===== src/rtl/div_arb_pkg.sv =====
// Shared types and constants for the two-requester divider arbiter.
// Imported by the arbiter top, the bench and anything binding checkers to the FSM.
package div_arb_pkg;

    localparam int WIDTH_DEF    = 32;
    localparam int MAX_WAIT_DEF = 40;
    localparam int ID_W         = 1;

    // Quotient reported when the divisor is zero.
    localparam logic [WIDTH_DEF-1:0] DZ_Q = '1;

    typedef enum logic [1:0] {
        ST_IDLE  = 2'd0,
        ST_ISSUE = 2'd1,
        ST_WAIT  = 2'd2,
        ST_RESP  = 2'd3
    } state_t;

endpackage


===== src/rtl/div_arbiter_if.sv =====
// One requester channel of the divider arbiter: request and response halves.
// Handshake: a request transfers on a cycle where req_valid && req_ready; the
// requester holds operands stable while req_valid && !req_ready and may drop
// req_valid without penalty. A response is held with rsp_valid until a cycle
// where rsp_valid && rsp_ready, and its fields stay stable until then.
interface div_arbiter_if #(
    parameter int WIDTH = 32
);
    logic             req_valid;
    logic             req_ready;
    logic             req_signed;
    logic [WIDTH-1:0] req_dividend;
    logic [WIDTH-1:0] req_divisor;
    logic             rsp_valid;
    logic             rsp_ready;
    logic [WIDTH-1:0] rsp_q;
    logic [WIDTH-1:0] rsp_r;
    logic             rsp_dz;
    logic             rsp_err;

    modport master (
        output req_valid, req_signed, req_dividend, req_divisor, rsp_ready,
        input  req_ready, rsp_valid, rsp_q, rsp_r, rsp_dz, rsp_err
    );

    modport slave (
        input  req_valid, req_signed, req_dividend, req_divisor, rsp_ready,
        output req_ready, rsp_valid, rsp_q, rsp_r, rsp_dz, rsp_err
    );

endinterface


===== src/rtl/div_arbiter_divu.sv =====
// Iterative restoring unsigned divider: one quotient bit per cycle, busy for
// WIDTH cycles after a start pulse. Divisor must be nonzero.
module div_arbiter_divu #(
    parameter int WIDTH = 32
) (
    input  logic             clock,
    input  logic             reset,
    input  logic             start,
    input  logic [WIDTH-1:0] dividend,
    input  logic [WIDTH-1:0] divisor,
    output logic [WIDTH-1:0] q,
    output logic [WIDTH-1:0] r,
    output logic             busy
);
    localparam int CW = $clog2(WIDTH + 1);

    logic [WIDTH-1:0] rem;
    logic [WIDTH-1:0] quo;
    logic [WIDTH-1:0] dv;
    logic [CW-1:0]    cnt;
    logic [WIDTH:0]   trial;

    // Bit WIDTH of the trial difference is set exactly when the shifted remainder is below dv.
    assign trial = {rem, quo[WIDTH-1]} - {1'b0, dv};

    always_ff @(posedge clock or posedge reset) begin
        if (reset) begin
            rem  <= '0;
            quo  <= '0;
            dv   <= '0;
            cnt  <= '0;
            busy <= 1'b0;
        end else if (start) begin
            rem  <= '0;
            quo  <= dividend;
            dv   <= divisor;
            cnt  <= CW'(WIDTH);
            busy <= 1'b1;
        end else if (busy) begin
            if (!trial[WIDTH]) begin
                rem <= trial[WIDTH-1:0];
                quo <= {quo[WIDTH-2:0], 1'b1};
            end else begin
                rem <= {rem[WIDTH-2:0], quo[WIDTH-1]};
                quo <= {quo[WIDTH-2:0], 1'b0};
            end
            cnt <= cnt - 1'b1;
            if (cnt == CW'(1)) busy <= 1'b0;
        end
    end

    assign q = quo;
    assign r = rem;

endmodule


===== src/rtl/div_arbiter.sv =====
// Shares one unsigned iterative divider between two requesters, round-robin,
// with signed-operand handling and local divide-by-zero resolution.
module div_arbiter
    import div_arb_pkg::*;
#(
    parameter int WIDTH    = WIDTH_DEF,
    parameter int MAX_WAIT = MAX_WAIT_DEF
) (
    input  logic         clock,
    input  logic         reset,
    div_arbiter_if.slave ch0,
    div_arbiter_if.slave ch1,
    output state_t       dbg_state,
    output logic         dbg_div_start
);
    localparam int WD_W = $clog2(MAX_WAIT + 2);
    localparam logic [WD_W-1:0] WD_LIMIT = WD_W'(MAX_WAIT);

    state_t state, state_nxt;

    logic [ID_W-1:0]  rr, id, gnt_id;
    logic             any_req, rsp_hs;
    logic             sel_signed;
    logic [WIDTH-1:0] sel_dd, sel_dv;
    logic [WIDTH-1:0] mag_dd, mag_dv;
    logic             neg_q, neg_r;
    logic [WIDTH-1:0] res_q, res_r;
    logic             res_dz, res_err;
    logic [WD_W-1:0]  wd_cnt;
    logic             wait_done, wd_expired;
    logic             div_start, div_busy;
    logic [WIDTH-1:0] div_q, div_r;

    assign any_req = ch0.req_valid | ch1.req_valid;

    always_comb begin
        if (ch0.req_valid && ch1.req_valid) gnt_id = rr;
        else                                gnt_id = ch1.req_valid ? 1'b1 : 1'b0;
        sel_signed = (gnt_id == 1'b0) ? ch0.req_signed   : ch1.req_signed;
        sel_dd     = (gnt_id == 1'b0) ? ch0.req_dividend : ch1.req_dividend;
        sel_dv     = (gnt_id == 1'b0) ? ch0.req_divisor  : ch1.req_divisor;
    end

    assign rsp_hs     = (id == 1'b0) ? ch0.rsp_ready : ch1.rsp_ready;
    // Busy is not trusted in the first WAIT cycle (wd_cnt == 0).
    assign wait_done  = (wd_cnt != '0) && !div_busy;
    assign wd_expired = wd_cnt > WD_LIMIT;

    always_ff @(posedge clock or negedge reset) begin
        if (!reset) state <= ST_IDLE;
        else        state <= state_nxt;
    end

    always_comb begin
        state_nxt = state;
        case (state)
            ST_IDLE:  if (any_req) state_nxt = (sel_dv == '0) ? ST_RESP : ST_ISSUE;
            ST_ISSUE: state_nxt = ST_WAIT;
            ST_WAIT:  if (wait_done || wd_expired) state_nxt = ST_RESP;
            ST_RESP:  if (rsp_hs) state_nxt = ST_IDLE;
            default:  state_nxt = ST_IDLE;
        endcase
    end

    always_comb begin
        ch0.req_ready = (state == ST_IDLE) && any_req && (gnt_id == 1'b0);
        ch1.req_ready = (state == ST_IDLE) && any_req && (gnt_id == 1'b1);
        ch0.rsp_valid = (state == ST_RESP) && (id == 1'b0);
        ch1.rsp_valid = (state == ST_RESP) && (id == 1'b1);
        div_start     = (state == ST_ISSUE);
        dbg_state     = state;
        dbg_div_start = div_start;
    end

    assign ch0.rsp_q   = res_q;
    assign ch0.rsp_r   = res_r;
    assign ch0.rsp_dz  = res_dz;
    assign ch0.rsp_err = res_err;
    assign ch1.rsp_q   = res_q;
    assign ch1.rsp_r   = res_r;
    assign ch1.rsp_dz  = res_dz;
    assign ch1.rsp_err = res_err;

    always_ff @(posedge clock or negedge reset) begin
        if (!reset) begin
            rr      <= '0;
            id      <= '0;
            mag_dd  <= '0;
            mag_dv  <= '0;
            neg_q   <= 1'b0;
            neg_r   <= 1'b0;
            res_q   <= '0;
            res_r   <= '0;
            res_dz  <= 1'b0;
            res_err <= 1'b0;
            wd_cnt  <= '0;
        end else begin
            case (state)
                ST_IDLE: if (any_req) begin
                    id     <= gnt_id;
                    rr     <= ~gnt_id;
                    wd_cnt <= '0;
                    neg_q  <= sel_signed & (sel_dd[WIDTH-1] ^ sel_dv[WIDTH-1]);
                    neg_r  <= sel_signed & sel_dd[WIDTH-1];
                    // The most negative value negates to itself and is then read as unsigned.
                    mag_dd <= (sel_signed && sel_dd[WIDTH-1]) ? -sel_dd : sel_dd;
                    mag_dv <= (sel_signed && sel_dv[WIDTH-1]) ? -sel_dv : sel_dv;
                    if (sel_dv == '0) begin
                        res_q   <= WIDTH'(DZ_Q);
                        res_r   <= sel_dd;
                        res_dz  <= 1'b1;
                        res_err <= 1'b0;
                    end
                end
                ST_WAIT: begin
                    wd_cnt <= wd_cnt + 1'b1;
                    if (wait_done) begin
                        res_q   <= neg_q ? -div_q : div_q;
                        res_r   <= neg_r ? -div_r : div_r;
                        res_dz  <= 1'b0;
                        res_err <= 1'b0;
                    end else if (wd_expired) begin
                        res_dz  <= 1'b0;
                        res_err <= 1'b1;
                    end
                end
                ST_RESP: if (rsp_hs) begin
                    res_dz  <= 1'b0;
                    res_err <= 1'b0;
                end
                default: ;
            endcase
        end
    end

    div_arbiter_divu #(.WIDTH(WIDTH)) u_divu (
        .clock    (clock),
        .reset    (~reset),
        .start    (div_start),
        .dividend (mag_dd),
        .divisor  (mag_dv),
        .q        (div_q),
        .r        (div_r),
        .busy     (div_busy)
    );

endmodule


===== src/flat_wrapper.sv =====
// flat-port wrapper written by rule: the top's interface ports become plain ports
module div_arbiter_flat import div_arb_pkg::*;
#(
    parameter int WIDTH    = WIDTH_DEF,
    parameter int MAX_WAIT = MAX_WAIT_DEF
)
  (clock, reset, dbg_state, dbg_div_start, ch0_req_valid, ch0_req_signed, ch0_req_dividend, ch0_req_divisor, ch0_rsp_ready, ch0_req_ready, ch0_rsp_valid, ch0_rsp_q, ch0_rsp_r, ch0_rsp_dz, ch0_rsp_err, ch1_req_valid, ch1_req_signed, ch1_req_dividend, ch1_req_divisor, ch1_rsp_ready, ch1_req_ready, ch1_rsp_valid, ch1_rsp_q, ch1_rsp_r, ch1_rsp_dz, ch1_rsp_err);
  div_arbiter_if #(.WIDTH(WIDTH)) ch0_i ();
  div_arbiter_if #(.WIDTH(WIDTH)) ch1_i ();
  input  logic clock;
  input  logic reset;
  output state_t dbg_state;
  output logic dbg_div_start;
  input wire logic [$bits(ch0_i.req_valid)-1:0] ch0_req_valid;
  input wire logic [$bits(ch0_i.req_signed)-1:0] ch0_req_signed;
  input wire logic [$bits(ch0_i.req_dividend)-1:0] ch0_req_dividend;
  input wire logic [$bits(ch0_i.req_divisor)-1:0] ch0_req_divisor;
  input wire logic [$bits(ch0_i.rsp_ready)-1:0] ch0_rsp_ready;
  output wire logic [$bits(ch0_i.req_ready)-1:0] ch0_req_ready;
  output wire logic [$bits(ch0_i.rsp_valid)-1:0] ch0_rsp_valid;
  output wire logic [$bits(ch0_i.rsp_q)-1:0] ch0_rsp_q;
  output wire logic [$bits(ch0_i.rsp_r)-1:0] ch0_rsp_r;
  output wire logic [$bits(ch0_i.rsp_dz)-1:0] ch0_rsp_dz;
  output wire logic [$bits(ch0_i.rsp_err)-1:0] ch0_rsp_err;
  input wire logic [$bits(ch1_i.req_valid)-1:0] ch1_req_valid;
  input wire logic [$bits(ch1_i.req_signed)-1:0] ch1_req_signed;
  input wire logic [$bits(ch1_i.req_dividend)-1:0] ch1_req_dividend;
  input wire logic [$bits(ch1_i.req_divisor)-1:0] ch1_req_divisor;
  input wire logic [$bits(ch1_i.rsp_ready)-1:0] ch1_rsp_ready;
  output wire logic [$bits(ch1_i.req_ready)-1:0] ch1_req_ready;
  output wire logic [$bits(ch1_i.rsp_valid)-1:0] ch1_rsp_valid;
  output wire logic [$bits(ch1_i.rsp_q)-1:0] ch1_rsp_q;
  output wire logic [$bits(ch1_i.rsp_r)-1:0] ch1_rsp_r;
  output wire logic [$bits(ch1_i.rsp_dz)-1:0] ch1_rsp_dz;
  output wire logic [$bits(ch1_i.rsp_err)-1:0] ch1_rsp_err;
  assign ch0_i.req_valid = ch0_req_valid;
  assign ch0_i.req_signed = ch0_req_signed;
  assign ch0_i.req_dividend = ch0_req_dividend;
  assign ch0_i.req_divisor = ch0_req_divisor;
  assign ch0_i.rsp_ready = ch0_rsp_ready;
  assign ch0_req_ready = ch0_i.req_ready;
  assign ch0_rsp_valid = ch0_i.rsp_valid;
  assign ch0_rsp_q = ch0_i.rsp_q;
  assign ch0_rsp_r = ch0_i.rsp_r;
  assign ch0_rsp_dz = ch0_i.rsp_dz;
  assign ch0_rsp_err = ch0_i.rsp_err;
  assign ch1_i.req_valid = ch1_req_valid;
  assign ch1_i.req_signed = ch1_req_signed;
  assign ch1_i.req_dividend = ch1_req_dividend;
  assign ch1_i.req_divisor = ch1_req_divisor;
  assign ch1_i.rsp_ready = ch1_rsp_ready;
  assign ch1_req_ready = ch1_i.req_ready;
  assign ch1_rsp_valid = ch1_i.rsp_valid;
  assign ch1_rsp_q = ch1_i.rsp_q;
  assign ch1_rsp_r = ch1_i.rsp_r;
  assign ch1_rsp_dz = ch1_i.rsp_dz;
  assign ch1_rsp_err = ch1_i.rsp_err;
  div_arbiter #(.WIDTH(WIDTH), .MAX_WAIT(MAX_WAIT)) u_core (.clock(clock), .reset(reset), .ch0(ch0_i), .ch1(ch1_i), .dbg_state(dbg_state), .dbg_div_start(dbg_div_start));
endmodule

===== config.mk =====
export PLATFORM = sky130hd
export DESIGN_NAME = div_arbiter_flat
export DESIGN_NICKNAME = d
export VERILOG_FILES = /design/src/rtl/div_arb_pkg.sv /design/src/rtl/div_arbiter_if.sv /design/src/rtl/div_arbiter_divu.sv /design/src/rtl/div_arbiter.sv /design/src/flat_wrapper.sv
export SDC_FILE = /design/constraint.sdc
export NUM_CORES = 1
export LEC_CHECK = 0
export ABC_AREA = 1
export CAP_MARGIN = 10
export CORE_AREA = 2 2 350 179
export CTS_CLUSTER_SIZE = 20
export DETAILED_ROUTE_END_ITERATION = 12
export DIE_AREA = 0 0 352 181
export MAX_ROUTING_LAYER = met4
export SYNTH_ARGS = -nofsm -noshare
export SYNTH_HDL_FRONTEND = slang
export SYNTH_SLANG_ARGS = --single-unit

===== constraint.sdc =====
create_clock -name clock -period 2.5 [get_ports clock]
set_input_delay 0.5 -clock clock [delete_from_list [all_inputs] [get_ports clock]]
set_output_delay 0.5 -clock clock [all_outputs]
set_load 0.1 [all_outputs]

==> results.toml <==
[status]
status = "complete, but fails checks"
violations = "negative setup slack"

[grt]
antenna_found_initial = 4
grt_pass1_vias = 18300
grt_max_degree = 63
grt_pass1_wl_mm = 116
grt_overflow_total = 0
globalRouteTotalUtil = 0.246

[clock_network]
clock_sinks = 245
cts.path.max_buffers = 3
cts_tree = "done"
htree_levels = 1
clk_latency_ns = 0.59
clk_pin_slew_ns = 0.08
root_buffer = "clkbuf_16"
numCtsBuffers = 25

[worst_setup_path]
cp_data_arrival_time_ns = 3.09
worst_setup_path_start_kind = "input pin"
critPathKind = "in2reg"
crit_path_end_kind = "register"
cp.required_ns = 3.01
worst-path-max-fanout = 8

[timing]
setup_viol = 16
rsz0062_at_grt = "yes"
fin_crit_sh = 1.03
max_freq_mhz = 388
worst_clock_skew_ns = 0.0218
max_slew_margin = 0.408
drv_slew = 0
fin_hold_ws_ns = 0.470
hold_viol = 0
setup_slack_ns = -0.0755
min_period_ns = 2.58
worst_slew_pin_slew_ns = 0.884

[flow_run]
maxCapViolations = 0

[floorplan]
die_w_um = 352
rows = 64
start_util = 0.297
die_h_um = 181
top_level_ports = 275
core_mm2 = 0.0605
die-area_mm2 = 0.0637

[synthesis]
synthAdderAreaFrac = 0.0325
syn_inst = 2792
muxShareOfSynthArea = 0
syn-num-nets = 2974
yosysWarnings = 0
synthSimpleGateAreaFrac = 0.351
syn_area_per_cell_um2 = 6.43
synth_top_family_by_area = "simple AND/OR/NAND/NOR gates"
synth_xor_area_frac = 0.0210
synth_area_mm2 = 0.0180
synth_compound_area_frac = 0.134
synth_seq_cells = 245
yosysTopAreaCellShare = 0.341
synth_top_cell_by_area = "dfrtp_1"
synthTopCellsByArea = "dfrtp_1 34%, nand2_1 21%, inv_1 6.3%, nand3_1 5.9%, o21ai_0 5.2%"
synthDistinctLibCells = 45
yosysSeqAreaShare = 0.341

[routing]
drc = 0
firstDrtPassIters = 5
vias = 20400
antenna_left = 0
wl_per_cell_um = 19.2
wl_mm = 79.6
drt_iter0_drc = 2614
viasPerCell = 4.94

[final_layout]
drive_gt1_frac = 0.224
layout.cells.most_common = "nand2_1"
layout.nets = 3480
layoutNonFillerInstCount = 4140
n_fill_cell = 6299
synthToLayoutAreaGrowth_pct = 40.6
layout_common_cells = "927 x nand2_1, 468 x buf_4, 286 x inv_1"

[placement]
placed_cells = 4068
place_congestion = 1.02
port_buffers = 274
hpwl_mm = 64.1

[hold_path]
holdCritPathClass = "in2async"
-- final timing paths --
kind | from | endpoint | slack [ns] | cells past startpoint
worst min-delay path | reset | u_core.u_divu.r[8]$_DFFE_PN0P_ | 0.47 | 2
min in group clock | u_core.mag_dv[28]$_DFFE_PN0P_ | u_core.u_divu.dv[28]$_DFFE_PN0P_ | 0.48 | 2
max in group asynchronous | reset | u_core.dbg_state[0]$_DFFE_PN0P_ | 1.29 | 3
worst max register to register | u_core.rr$_DFFE_PN0P_ | u_core.ch0.rsp_r[16]$_DFFE_PN0P_ | -0.05 | 18
worst max-delay path | ch0_req_valid | u_core.ch0.rsp_r[16]$_DFFE_PN0P_ | -0.08 | 19
worst min register to register | u_core.mag_dv[28]$_DFFE_PN0P_ | u_core.u_divu.dv[28]$_DFFE_PN0P_ | 0.48 | 2
-- what timing repair did --
action | in CTS | in global routing
pin swaps | 4 | 42
setup endpoints to repair | 82 | 148
hold buffers | 1 | 0
endpoints found under the hold margin | 54 | 0
resized for setup | 22 | 183
buffers inserted | 3 | 15
cloned | 1 | 8
-- cell type report --
cell class                      instances  area (um^2)  share of cell area
Sequential cell                       245         6140               0.243
Timing Repair Buffer                  652         5790               0.229
Clock buffer                           31          678              0.0269
Antenna cell                            1         2.50           0.0000991
Inverter                              306         1160              0.0458
Tap cell                              825         1030              0.0409
Clock inverter                         12         88.8             0.00352
Multi-Input combinational cell       2068        10400               0.410
-- cells by family after synthesis --
group / after synthesis
AOI/OAI and AO/OA: 446
xor gates and xnor gates: 43
adders and majority gates: 46
buffers and inverters: 479
DFF: 245
and+or+nand+nor: 1533
-- sequential cells by signal, indices dropped and copies added, names as in the netlist --
| signal | cells |
|---|---|
| u_core.u_divu.dv | 32 |
| u_core.neg_r | 1 |
| u_core.ch0.rsp_dz | 1 |
| u_core.mag_dd | 32 |
| u_core.rr | 1 |
| u_core.ch0.rsp_err | 1 |
| u_core.ch0.rsp_q | 32 |
| u_core.u_divu.q | 32 |
| u_core.id | 1 |
| u_core.dbg_state | 2 |
| u_core.wd_cnt | 6 |
| u_core.u_divu.cnt | 6 |
| u_core.mag_dv | 32 |
| u_core.u_divu.busy | 1 |
| u_core.ch0.rsp_r | 32 |
| u_core.u_divu.r | 32 |
| u_core.neg_q | 1 |
-- routing by layer --
layer	GRT usage	vias to the layer above	wire length [um]
met5	-	-	0
met4	0.0211	0	599
met2	0.280	953	27000
met3	0.0955	47	10600
met1	0.394	9472	41400
li1	-	9964	-
-- worst max-delay path, stage by stage --
cell and delay, ns:
clkdlybuf4s50_1 0.53, buf_4 0.15, a21boi_4 0.06, buf_12 0.14, buf_4 0.15, nand2_2 0.06, nand2_2 0.05, inv_2 0.05
nand2_1 0.06, nor2_2 0.14, nand3_2 0.10, nor2_2 0.14, nand2_2 0.09, buf_6 0.13, a21boi_4 0.21, buf_12 0.18
clkbuf_16 0.19, nand2_2 0.05, nand2_1 0.08
-- cell usage after synthesis, drive strengths merged --
library cell  count
nor2            218
o41ai             1
nand3b           25
or2               3
o22a              1
o211ai            6
xor2             28
dfrtp           245
a31oi            35
a2111oi           1
o21ai           257
nor3b             1
nor4              4
a21o              2
o31ai             2
ha               45
o22ai            38
a21oi            94
xnor2            15
a22oi             1
fa                1
nand2           997
nor3             32
clkbuf           68
clkinv            2
buf             105
inv             304
a21boi            3
o21bai            3
nand4            39
a41oi             1
nand3           214
o21a              1
-- stage by stage --
stage,setup TNS (ns),worst slack (ns),instance area (um^2),util
finish,-0.810,-0.0755,25300,0.418
global route,-6.38,-0.205,25300,0.418
floorplan,-0.00305,-0.00305,18000,-
CTS,-0.00247,-0.00247,24400,0.403
detailed placement,-68.31,-0.614,23500,0.388
global placement,-63.87,-0.586,23500,0.388
Power is left out: the tool's default activity adds up to more than one toggle a clock period on the data nets, which glitch-free logic cannot reach.
